==> src/rtl/tmr_pkg.sv <==
// Shared types and constants for the triple-modular-redundant register scrubber.
package tmr_pkg;

    typedef enum logic [0:0] {
        IDLE  = 1'b0,
        SCRUB = 1'b1
    } tmr_state_e;

    localparam logic [1:0] NONE = 2'd3;

    // True when at least two of the three flags are set.
    function automatic logic maj3(input logic [2:0] f);
        return (f[0] & f[1]) | (f[0] & f[2]) | (f[1] & f[2]);
    endfunction

endpackage

==> src/rtl/tmr_word_voter.sv <==
// Bitwise 2-of-3 majority over a word; VoterType picks the gate structure only.
module tmr_word_voter #(
    parameter int unsigned DataWidth = 32,
    parameter int unsigned VoterType = 2
) (
    input  logic [DataWidth-1:0] a_i,
    input  logic [DataWidth-1:0] b_i,
    input  logic [DataWidth-1:0] c_i,
    output logic [DataWidth-1:0] y_o
);

    // All three forms compute the same majority function.
    if (VoterType == 0) begin : g_classic
        assign y_o = (a_i & b_i) | (a_i & c_i) | (b_i & c_i);
    end else if (VoterType == 1) begin : g_kp
        assign y_o = (a_i & b_i) | (c_i & (a_i ^ b_i));
    end else begin : g_bn
        assign y_o = ((a_i ^ b_i) & c_i) | (~(a_i ^ b_i) & a_i);
    end

endmodule

==> src/rtl/tmr_reg_scrubber.sv <==
// Triplicated register with majority read-out, fault detection, one-cycle scrub,
// fault injection and a saturating scrub counter.
module tmr_reg_scrubber
    import tmr_pkg::*;
#(
    parameter int unsigned          DataWidth  = 32,
    parameter logic [DataWidth-1:0] ResetValue = '0,
    parameter int unsigned          CntWidth   = 8,
    parameter int unsigned          VoterType  = 2
) (
    input  logic                 clk_i,
    input  logic                 rst_ni,
    input  logic [DataWidth-1:0] data_i,
    input  logic                 valid_i,
    output logic                 ready_o,
    output logic [DataWidth-1:0] data_o,
    input  logic                 inj_valid_i,
    input  logic [1:0]           inj_copy_i,
    input  logic [DataWidth-1:0] inj_mask_i,
    output logic                 mismatch_o,
    output logic [2:0]           fault_copy_o,
    output logic                 multi_fault_o,
    output logic                 err_o,
    output logic [CntWidth-1:0]  err_cnt_o,
    input  logic                 err_clr_i
);

    localparam logic [CntWidth-1:0] CntMax = {CntWidth{1'b1}};
    localparam logic [CntWidth-1:0] CntOne = CntWidth'(1);

    (* keep = "true" *) logic [DataWidth-1:0] copy0_q;
    (* keep = "true" *) logic [DataWidth-1:0] copy1_q;
    (* keep = "true" *) logic [DataWidth-1:0] copy2_q;
    logic [DataWidth-1:0] copy0_d, copy1_d, copy2_d;
    logic [DataWidth-1:0] voted_s;
    tmr_state_e           state_q, state_d;
    logic [2:0]           fault_q, fault_d;
    logic                 err_q, err_d;
    logic [CntWidth-1:0]  cnt_q, cnt_d;
    logic                 mismatch_s;
    logic                 capture_s;

    tmr_word_voter #(
        .DataWidth (DataWidth),
        .VoterType (VoterType)
    ) u_voter (
        .a_i (copy0_q),
        .b_i (copy1_q),
        .c_i (copy2_q),
        .y_o (voted_s)
    );

    assign mismatch_s = (copy0_q != voted_s) || (copy1_q != voted_s) || (copy2_q != voted_s);

    // Next-state: write / detect / scrub, then injection, then counter clear.
    always_comb begin
        state_d   = state_q;
        copy0_d   = copy0_q;
        copy1_d   = copy1_q;
        copy2_d   = copy2_q;
        fault_d   = fault_q;
        cnt_d     = cnt_q;
        err_d     = 1'b0;
        capture_s = 1'b0;

        case (state_q)
            IDLE: begin
                if (valid_i) begin
                    copy0_d = data_i;
                    copy1_d = data_i;
                    copy2_d = data_i;
                end else if (mismatch_s) begin
                    state_d   = SCRUB;
                    capture_s = 1'b1;
                end else begin
                    state_d = IDLE;
                end
            end
            SCRUB: begin
                copy0_d = voted_s;
                copy1_d = voted_s;
                copy2_d = voted_s;
                err_d   = 1'b1;
                state_d = IDLE;
                if (cnt_q != CntMax) begin
                    cnt_d = cnt_q + CntOne;
                end else begin
                    cnt_d = cnt_q;
                end
            end
            default: state_d = IDLE;
        endcase

        if (inj_valid_i) begin
            case (inj_copy_i)
                2'd0:    copy0_d = copy0_d ^ inj_mask_i;
                2'd1:    copy1_d = copy1_d ^ inj_mask_i;
                2'd2:    copy2_d = copy2_d ^ inj_mask_i;
                NONE:    copy0_d = copy0_d;
                default: copy0_d = copy0_d;
            endcase
        end else begin
            copy0_d = copy0_d;
        end

        // Same-edge injections are folded in so back-to-back faults report together.
        if (capture_s) begin
            fault_d = {copy2_d != voted_s, copy1_d != voted_s, copy0_d != voted_s};
        end else begin
            fault_d = fault_q;
        end

        if (err_clr_i) begin
            cnt_d = {CntWidth{1'b0}};
        end else begin
            cnt_d = cnt_d;
        end
    end

    // State, copy and status registers.
    always_ff @(posedge clk_i or negedge rst_ni) begin
        if (!rst_ni) begin
            state_q <= IDLE;
            copy0_q <= ResetValue;
            copy1_q <= ResetValue;
            copy2_q <= ResetValue;
            fault_q <= 3'b000;
            err_q   <= 1'b0;
            cnt_q   <= {CntWidth{1'b0}};
        end else begin
            state_q <= state_d;
            copy0_q <= copy0_d;
            copy1_q <= copy1_d;
            copy2_q <= copy2_d;
            fault_q <= fault_d;
            err_q   <= err_d;
            cnt_q   <= cnt_d;
        end
    end

    assign data_o        = voted_s;
    assign ready_o       = (state_q == IDLE);
    assign mismatch_o    = (state_q == SCRUB);
    assign fault_copy_o  = fault_q;
    assign err_o         = err_q;
    assign multi_fault_o = err_q & maj3(fault_q);
    assign err_cnt_o     = cnt_q;

endmodule
==> config.mk <==
export PLATFORM = sky130hd
export DESIGN_NAME = tmr_reg_scrubber
export DESIGN_NICKNAME = d
export VERILOG_FILES = /design/src/rtl/tmr_pkg.sv /design/src/rtl/tmr_word_voter.sv /design/src/rtl/tmr_reg_scrubber.sv
export SDC_FILE = /design/constraint.sdc
export NUM_CORES = 1
export LEC_CHECK = 0
export CORE_MARGIN = 8
export CORE_UTILIZATION = 40
export CTS_BUF_LIST = sky130_fd_sc_hd__clkbuf_2
export DETAILED_ROUTE_END_ITERATION = 16
export SLEW_MARGIN = 20
export SYNTH_ARGS = -nofsm -noshare
export SYNTH_HDL_FRONTEND = slang
export SYNTH_SLANG_ARGS = --single-unit
export TNS_END_PERCENT = 20
==> constraint.sdc <==
create_clock -name clk_i -period 7.8 [get_ports clk_i]
set_clock_uncertainty 0.2 [all_clocks]
set_input_delay 1.17 -clock clk_i [delete_from_list [all_inputs] [get_ports clk_i]]
set_output_delay 1.17 -clock clk_i [all_outputs]
set_load 0.03 [all_outputs]
==> results of run 1 <==
-- Yosys cell counts (7+ instances only) --
| library cell | n |
|---|---|
| a21o_1 | 10 |
| inv_1 | 33 |
| nand3_1 | 70 |
| mux2i_1 | 40 |
| maj3_1 | 18 |
| clkbuf_1 | 45 |
| nand2b_1 | 40 |
| a21oi_1 | 54 |
| nand3b_1 | 15 |
| nor4_1 | 13 |
| mux2_2 | 62 |
| o21ai_0 | 91 |
| xnor2_1 | 128 |
| nor2_1 | 82 |
| nor2b_1 | 15 |
| nor3_1 | 20 |
| buf_2 | 23 |
| o22ai_1 | 27 |
| nor3b_1 | 7 |
| o2bb2ai_1 | 8 |
| buf_1 | 15 |
| a31oi_1 | 7 |
| dfrtp_1 | 109 |
| nand4_1 | 18 |
| xor2_1 | 87 |
| inv_2 | 9 |
| o21a_1 | 17 |
| nand2_1 | 99 |
| a22oi_1 | 10 |
| and3_1 | 23 |
| a2111oi_0 | 9 |
-- stage by stage --
| step | area (um2) | instances |
|---|---|---|
| 2_1_floorplan | 11100 | 1350 |
| 3_3_place_gp | 12500 | 1770 |
| 3_5_place_dp | 12500 | 1770 |
| 4_1_cts | 12600 | 1786 |
| 5_1_grt | 12600 | 1787 |
| 6_report | 12600 | 1787 |
-- power by group through the flow --
stage	clock network, mW	logic (mW)	registers [mW]
floorplan	0	1.69	0.892
global placement	0	2.48	0.989
detailed placement	0	2.48	0.997
CTS	0.304	2.50	0.987
global route	0.327	2.70	1.03
finish	0.299	2.55	0.998
-- registers in the layout, indices dropped and copies added (netlist names) --
name	flops
copy0_q	32
copy1_q	32
copy2_q	32
err_cnt_o	8
fault_copy_o	3
err_o	1
mismatch_o	1
-- worst max-delay path, cell delays in order --
cell	delay, ns
clkdlybuf4s50_1	0.94
nor2b_2	0.29
buf_4	0.42
nand3_1	0.16
xnor2_1	0.24
a2111oi_2	0.59
o211ai_1	0.15
or4_1	0.49
or4_1	0.53
mux2_4	0.27
-- layout make-up --
type	count	area (um2)
repair buffers	131	1280
inverters	42	159
multi-input cells	1110	7850
flip-flops and latches	109	2730
diodes	1	2.50
clock buffers	9	45.0
clock inverters	7	67.6
well taps	378	473
fillers	2827	15000
-- how the worst max path moves through the flow --
| stage | end | cells past startpoint |
|---|---|---|
| 2_1_floorplan | fault_copy_o[2]$_DFFE_PN0P_ | 9 |
| 3_3_place_gp | fault_copy_o[1]$_DFFE_PN0P_ | 9 |
| 3_5_place_dp | fault_copy_o[2]$_DFFE_PN0P_ | 10 |
| 4_1_cts | fault_copy_o[2]$_DFFE_PN0P_ | 10 |
| 5_1_grt | fault_copy_o[2]$_DFFE_PN0P_ | 10 |
| 6_report | fault_copy_o[2]$_DFFE_PN0P_ | 10 |
-- logic make-up after synthesis --
logic type	count (synthesis)	share of synthesized area (%)
simple gates	444	20.8
compound gates	315	18.9
xor+xnor	218	17.5
buf+inv	131	5.05
mux	113	11.3
flops	109	24.5
fa+ha+maj	20	1.83
-- per-layer routing --
layer	track usage [%]	part of all wire (%)	vias to the layer above
met4	9.14	3.4	2
li1	-	-	4981
met3	6.02	8.5	93
met2	41.7	45	526
met5	0	0.031	-
met1	35.8	43	5382
==> metrics, run 1 <==
status=completed; Final Hold Viols=0; H-Tree Depth=3; crit path kind=in2reg; Avg Cell Area, Syn=8.25 um2; CTS Hold Bufs=0; Routed wire per std cell=25.4 um; Root Driver=clkbuf_2; reg2reg setup slack=3.77 ns; Pint=1.76 mW; GR Overflow Total=0; Slew HR=26.2%; Synth Cell Area=11100 um2; final core occ=45.6%; switch share=54.2%; top cells by area, synth=dfrtp_1 24%, xnor2_1 10%, xor2_1 6.8%; Arrival @ worst endpoint=5.25 ns; Seq cells post-synth=109; final setup vio count=0; Clk pwr share=7.8%; Power, Total=3.85 mW; largest area contributor in the netlist=dfrtp_1; largest net degree at the start of global routing=74; drt initial violations=1115; number of flops mapped to enable cells by yosys=0; RSZ-0062 raised after global routing=no; maximum clock frequency=0.209 GHz; count of cell types in the netlist=83; fin. max-slew vios=0; Worst Hold Class=in2async; share of layout cells above drive strength 1=9.38%; endpoint type of the worst setup path=flip-flop; Total GRT Usage=26.7%; Worst-Skew Late Latency=0.73 ns; total routed wirelength=45.3 mm; Critical Path RT=8.25 ns; Clock Tree Buf Depth=2; register area share after synthesis=24.5%; Synth Warn #=0; Initial DRT Pass Iterations=5; async set-reset flop share out of synthesis=100%; post-route ant nets=0; CORE AREA=27600 um2; setup bufs post-CTS=0; vias in the first global route=10500; Mapped Nets=1422; Gate power share=66.3%; RR Endpoint=fault_copy_o[2]$_DFFE_PN0P_; area grow syn2layout=13.2%; Core Rows=61; worst r2r src=mismatch_o$_DFF_PN0_; commonest cells after routing, fill and taps aside=128 x xnor2_1, 114 x clkdlybuf4s50_1, 108 x dfrtp_1; RePlAce Congestion=1.01; R2R cell count=9; Final min period=4.80 ns; num ports=118; crit path launch=inj_copy_i[1]; CTS Sinks=109; top cell type's share of synthesized area=24.5%; LEAKAGE=4.67 nW; final setup TNS=0 ns; cts repair resizes=0; die height=183 um; DR vias/cell=6.15; Post-Syn Instances=1350; commonest non-fill, non-tap cell in the layout=xnor2_1; CTS tree=yes; total die area=33400 um2; Max Cap Violations=0; antenna violations before repair=2; IO buf count=117; clock-pin slew on the worst setup and hold paths=0.39 ns; Vias=11000; Final period util=61.5%; Most used DFF post-synth=dfrtp_1; pre-CTS WS=2.34 ns; Power Density=305 nW/um2; CP Launch Type=input pin; register share of total power=25.9%; NetSw=2.09 mW; worst vdd ir=0.149 mV; hold slack final=0.155 ns; DR DRC count=0; measured slew at the worst slew-check pin=1.09 ns; setup ws final=3.00 ns; fin nets=1475; Die X-Extent=183 um; post-DP HPWL=34.6 mm; Starting Density=40.3%; global-route wire length before repair=68.0 mm; CTS buffer count=9; Max FO, Critical Path=27
(Power assumes the default switching activity.)
==> run 2: changes to the inputs <==
==> constraint.sdc (replaced) <==
create_clock -name clk_i -period 4 [get_ports clk_i]
set_clock_uncertainty 0.2 [all_clocks]
set_input_delay 0.6 -clock clk_i [delete_from_list [all_inputs] [get_ports clk_i]]
set_output_delay 0.6 -clock clk_i [all_outputs]
set_load 0.03 [all_outputs]
==> run 2 against run 1 <==
  * Hold slack better by 0.018 ns
  * Wire length increased by 5.0%
  * Highest routed layer unchanged
  * Utilization up 2.6 points
  * Final cell count increased by 4.9%
  * Sequential share of layout area down 1.2 points
  * Cell area grew 5.7%
  * Non-clock buffer count rose by 88
  * Largest cell class unchanged
  * Global-route usage is 1.1 points higher
  * Flip-flop and latch count did not move
==> metrics, run 2 (same netlist as run 1, synthesis figures left out) <==
status=completed; post-DP HPWL=37.7 mm (+8.7%); Clock Tree Buf Depth=2 (unchanged); worst hold endpoint=copy2_q[30]$_DFF_PN0_; commonest non-fill, non-tap cell in the layout=xnor2_1; largest net degree at the start of global routing=76 (+2.7%); reg2reg setup slack=0.11 ns (-3.66 ns); post-route ant nets=0 (unchanged); Placed Area=13200 um2 (+5.7%); die height=183 um (unchanged); Power Density=583 nW/um2 (+91%); Arrival @ worst endpoint=4.27 ns (-0.98 ns); Final min period=3.89 ns; crit path launch=copy0_q[20]$_DFF_PN0_; Starting Density=40.3% (unchanged); clock-pin slew on the worst setup and hold paths=0.37 ns (-0.02 ns); Final Hold Viols=0 (unchanged); hold slack final=0.174 ns (+0.0184 ns); fin nets=1563 (+6.0%); crit path kind=reg2reg; measured slew at the worst slew-check pin=0.931 ns (-0.161 ns); H-Tree Depth=3 (unchanged); num ports=118 (unchanged); LEAKAGE=5.12 nW (+9.5%); CTS Sinks=109 (unchanged); DR DRC count=0 (unchanged); RePlAce Congestion=0.990 (-2.5%); Max FO, Critical Path=7 (-74%); R2R cell count=10 (+1); area grow syn2layout=19.7%; Vias=11300 (+2.9%); Initial DRT Pass Iterations=6 (+1); CORE AREA=27600 um2 (unchanged); global-route wire length before repair=69.8 mm (+2.7%); Routed wire per std cell=25.4 um (about the same); IO buf count=117 (unchanged); antenna violations before repair=3 (+1); Core Rows=61 (unchanged); Power, Total=7.78 mW (+100%); largest registers=copy0_q x32, copy1_q x32, copy2_q x32; worst r2r src=copy0_q[20]$_DFF_PN0_; setup bufs post-CTS=0 (unchanged); CP Launch Type=flip-flop; Total GRT Usage=27.7% (+1.1 points); Root Driver=clkbuf_2; vias in the first global route=10800 (+2.8%); final setup TNS=0 ns (unchanged); CTS buffer count=9 (unchanged); total routed wirelength=47.6 mm (+5.0%); GR Overflow Total=0 (unchanged); worst vdd ir=0.290 mV (+95%); RSZ-0062 raised after global routing=no; RR Endpoint=fault_copy_o[2]$_DFFE_PN0P_; Final period util=97.3%; commonest cells after routing, fill and taps aside=128 x xnor2_1, 114 x clkdlybuf4s50_1, 108 x dfrtp_1; Design Area, Final=13300 um2 (+5.7%); Die X-Extent=183 um (unchanged); Worst Hold Class=in2reg; maximum clock frequency=0.257 GHz; Worst-Skew Late Latency=0.69 ns (-0.04 ns); WHS Path Cells=3; drt initial violations=1017 (-8.8%); fin. max-slew vios=0 (unchanged); final setup vio count=0 (unchanged); endpoint type of the worst setup path=flip-flop; DR vias/cell=6.03 (-2.0%); CTS tree=yes; min-delay src=inj_valid_i; Max Cap Violations=0 (unchanged); Slew HR=37.8% (+12 points); Critical Path RT=4.37 ns (-3.88 ns); share of layout cells above drive strength 1=14.7% (+5.3 points); total die area=33400 um2 (unchanged)
-- run 2: cell types whose count changed in the layout (fill, tap and decap cells not counted), sizes merged --
| cell | delta |
|---|---|
| inv | -2 |
| clkinv | +1 |
| clkinvlp | +1 |
| buf | +87 |
| dlygate4sd3 | +1 |
-- run 2: area by class of cell --
| type | count | area (um2) |
|---|---|---|
| antenna | 1 | 2.50 |
| clock buffer | 9 | 45.0 |
| clock inverter | 7 | 58.8 |
| fill | 2796 | 14300 |
| inverter | 42 | 159 |
| multi-input combinational | 1110 | 7860 |
| sequential | 109 | 2730 |
| tap | 378 | 473 |
| timing repair buffer | 219 | 2000 |
-- run 2: where the power goes --
group / internal (mW) / switching [mW] / total [mW]
logic: 2.13 / 3.16 / 5.30
clock network: 0.0936 / 0.465 / 0.558
registers: 1.40 / 0.520 / 1.92
total: 3.63 / 4.15 / 7.78
-- run 2: layer usage --
metal / wire length, um / global-route usage [%] / up-vias / share of wire [%]
met4: 2160 / 11.8 / 4 / 4.5
li1: - / - / 5149 / -
met3: 3930 / 4.95 / 111 / 8.2
met1: 20200 / 36.9 / 5495 / 43
met5: 26 / 0 / - / 0.055
met2: 21200 / 43.7 / 539 / 45
-- run 2: worst max path at each step --
stage,depth (start not counted),slack [ns],to
3_5_place_dp,10,-0.02,fault_copy_o[0]$_DFFE_PN0P_
2_1_floorplan,9,0.51,fault_copy_o[2]$_DFFE_PN0P_
6_report,10,0.11,fault_copy_o[2]$_DFFE_PN0P_
5_1_grt,10,0.09,fault_copy_o[2]$_DFFE_PN0P_
3_3_place_gp,10,-0.02,fault_copy_o[0]$_DFFE_PN0P_
4_1_cts,11,0.16,fault_copy_o[2]$_DFFE_PN0P_
-- run 2: critical path, cell delays in order (launching register included) --
cell	delay [ns]
dfrtp_1	0.58
o21a_1	0.25
a21oi_1	0.44
inv_1	0.23
xnor2_1	0.20
nor2_1	0.07
xnor2_1	0.38
o211ai_1	0.16
or4_1	0.48
or4_1	0.53
mux2_4	0.27
-- run 2: through the flow --
step           utilization (%)  cells  setup WS, ns
3_3_place_gp              47.8   1857       -0.0216
2_1_floorplan                -   1350         0.515
4_1_cts                   48.2   1874         0.160
6_report                  48.2   1875         0.109
5_1_grt                   48.2   1875        0.0874
3_5_place_dp              47.8   1857       -0.0164
-- run 2: timing repair --
item / in CTS / in global routing
endpoints found under the hold margin: 42 / 0
gates resized for setup: 0 / 1
hold buffers: 1 / 0
endpoints found under the setup margin: 0 / 1
==> run 3: changes to the inputs <==
--- a/config.mk
+++ b/config.mk
@@ -5,6 +5,7 @@
 export SDC_FILE = /design/constraint.sdc
 export NUM_CORES = 1
 export LEC_CHECK = 0
+export CORE_ASPECT_RATIO = 0.8
 export CORE_MARGIN = 8
 export CORE_UTILIZATION = 40
 export CTS_BUF_LIST = sky130_fd_sc_hd__clkbuf_2
==> constraint.sdc (replaced) <==
create_clock -name clk_i -period 4.2 [get_ports clk_i]
set_clock_uncertainty 0.2 [all_clocks]
set_input_delay 0.63 -clock clk_i [delete_from_list [all_inputs] [get_ports clk_i]]
set_output_delay 0.63 -clock clk_i [all_outputs]
set_load 0.03 [all_outputs]
==> run 3 against run 2 <==
  * Sequential share of layout area grew 0.26 points
  * Clock-buffer cell count is the same
  * Utilization is essentially flat
  * First-iteration DRC count grew 21%
  * Combinational power shrank 7.0%
  * Global-route usage shrank 0.38 points
  * Register-to-register slack gained 0.12 ns
  * Critical path type unchanged
  * Largest power group unchanged
==> metrics, run 3 (same netlist as run 1, synthesis figures left out) <==
largest stage delay on the critical path=0.53 ns (-0.05 ns); measured slew at the worst slew-check pin=0.972 ns (+0.0411 ns); CORE AREA=27300 um2 (-1.2%); die height=165 um (-9.6%); Power, Total=7.35 mW (-5.5%); worst hold endpoint=copy1_q[5]$_DFF_PN0_; Total GRT Usage=27.4% (-0.38 points); CTS tree=yes; largest net degree at the start of global routing=94 (+24%); num ports=118 (unchanged); CTS Sinks=109 (unchanged); total routed wirelength=47.0 mm (-1.3%); Final period util=94.5% (-2.8 points); final setup TNS=0 ns (unchanged); Placed Area=13000 um2 (-1.4%); met3 wire len=4.77 mm (+21%); Max Used Layer=met5; post-route ant nets=0 (unchanged); vias in the first global route=10400 (-3.0%); Starting Density=40.8% (+0.49 points); RePlAce Congestion=1.03 (+4.0%); worst path bufs/invs=2 (+1); maximum clock frequency=0.252 GHz (-2.0%); critical path's top delay family=simple AND/OR/NAND/NOR gates; Power Density=558 nW/um2 (-4.3%); endpoint type of the worst setup path=flip-flop; DR DRC count=0 (unchanged); metal2 WL=19.7 mm (-7.3%); post-DP HPWL=37.0 mm (-1.8%); DR vias/cell=6.12 (+1.5%); CTS buffer count=9 (unchanged); met1 WL=21.3 mm (+5.0%); LEAKAGE=4.99 nW (-2.4%); cell mode on critical path=or4_1; global-route wire length before repair=69.1 mm (-1.0%); GR Overflow Total=0 (unchanged); fin. max-slew vios=0 (unchanged); filler cell count=2704 (-3.3%); hold slack final=0.143 ns (-0.0307 ns); drt initial violations=1234 (+21%); Critical-path top delay cell=or4_1; crit path kind=reg2reg; H-Tree Depth=3 (unchanged); crit path launch=copy0_q[12]$_DFF_PN0_; reg2reg setup slack=0.23 ns (+0.12 ns); worst vdd ir=0.318 mV (+9.6%); RR Endpoint=fault_copy_o[2]$_DFFE_PN0P_; Critical Path RT=4.69 ns (+0.32 ns); WHS Path Cells=3 (unchanged); Max FO, Critical Path=6 (-1); Design Area, Final=13200 um2 (-1.2%); clock-pin slew on the worst setup and hold paths=0.35 ns (-0.02 ns); Final Hold Viols=0 (unchanged); non-filler cells, final=1834 (-2.2%); largest registers=copy0_q x32, copy1_q x32, copy2_q x32; Clock Tree Buf Depth=2 (unchanged); commonest non-fill, non-tap cell in the layout=xnor2_1; Arrival @ worst endpoint=4.46 ns (+0.19 ns); min-delay src=inj_valid_i; cts repair resizes=0 (unchanged); Worst-Skew Late Latency=0.74 ns (+0.05 ns); Final min period=3.97 ns (+0.0788 ns); status=completed; CTS Hold Bufs=1 (unchanged); final setup vio count=0 (unchanged); Max Cap Violations=0 (unchanged); worst r2r src=copy0_q[12]$_DFF_PN0_; share of layout cells above drive strength 1=12.9% (-1.8 points); setup bufs post-CTS=0 (unchanged); Root Driver=clkbuf_2; Slew HR=35.2% (-2.6 points); R2R cell count=11 (+1); Core Rows=54 (-11%); IO buf count=117 (unchanged); area grow syn2layout=18.2%; Die X-Extent=203 um (+11%); CP cell instances=o21a_1 > a21oi_1 > inv_2 > nand2b_1 > o21ai_0 > buf_4 > xor2_1 > o2111ai_1 > or4_1 > or4_1 > mux2_4; placed cells=1815 (-2.3%); antenna violations before repair=3 (unchanged); Initial DRT Pass Iterations=5 (-1); Vias=11200 (-0.71%); fin nets=1535 (-1.8%); Routed wire per std cell=25.6 um (+0.95%); CP Launch Type=flip-flop; RSZ-0062 raised after global routing=no; commonest cells after routing, fill and taps aside=128 x xnor2_1, 114 x clkdlybuf4s50_1, 108 x dfrtp_1; Worst Hold Class=in2reg; total die area=33500 um2 (about the same)
## run 3: how the worst max path moves through the flow
| stage | endpoint | slack (ns) | cells past startpoint |
|---|---|---|---|
| finish | fault_copy_o[2]$_DFFE_PN0P_ | 0.23 | 11 |
| detailed placement | fault_copy_o[1]$_DFFE_PN0P_ | -0.02 | 12 |
| CTS | fault_copy_o[2]$_DFFE_PN0P_ | 0.32 | 11 |
| global route | fault_copy_o[2]$_DFFE_PN0P_ | 0.06 | 11 |
| floorplan | fault_copy_o[2]$_DFFE_PN0P_ | 0.68 | 9 |
| global placement | fault_copy_o[1]$_DFFE_PN0P_ | -0.06 | 12 |
## run 3: power by group
part	switching (mW)	leakage, nW	internal, mW	total (mW)
sequential	0.524	1.25	1.34	1.86
combinational	2.98	3.68	1.95	4.93
clock	0.428	0.0681	0.140	0.568
## run 3: metrics by stage
step           setup slack [ns]  utilization (%)
2_1_floorplan             0.685                -
3_3_place_gp            -0.0578             47.7
3_5_place_dp            -0.0156             47.7
4_1_cts                   0.319             48.2
5_1_grt                  0.0626             48.2
6_report                  0.230             48.2
## run 3: per-layer routing
| layer | vias to the layer above | track usage (%) |
|---|---|---|
| met5 | - | 0 |
| met4 | 4 | 7.60 |
| met3 | 73 | 6.08 |
| met2 | 569 | 40.6 |
| met1 | 5483 | 39.3 |
| li1 | 5089 | - |
## run 3: layout make-up
class	instances	area, um2	share of cell area, %
multi-input cells	1110	7850	59.6
flip-flops and latches	109	2730	20.7
repair buffers	191	1840	14.0
well taps	364	455	3.46
inverters	42	159	1.21
clock inverters	7	76.3	0.580
clock buffers	9	45.0	0.342
diodes	2	5.00	0.0380
## run 3: worst min-delay path, delay by kind of cell
kind                   cells  cell delay, ns
buffers and inverters      1            0.24
AND/OR/NAND/NOR            1            0.15
XOR/XNOR                   1            0.07
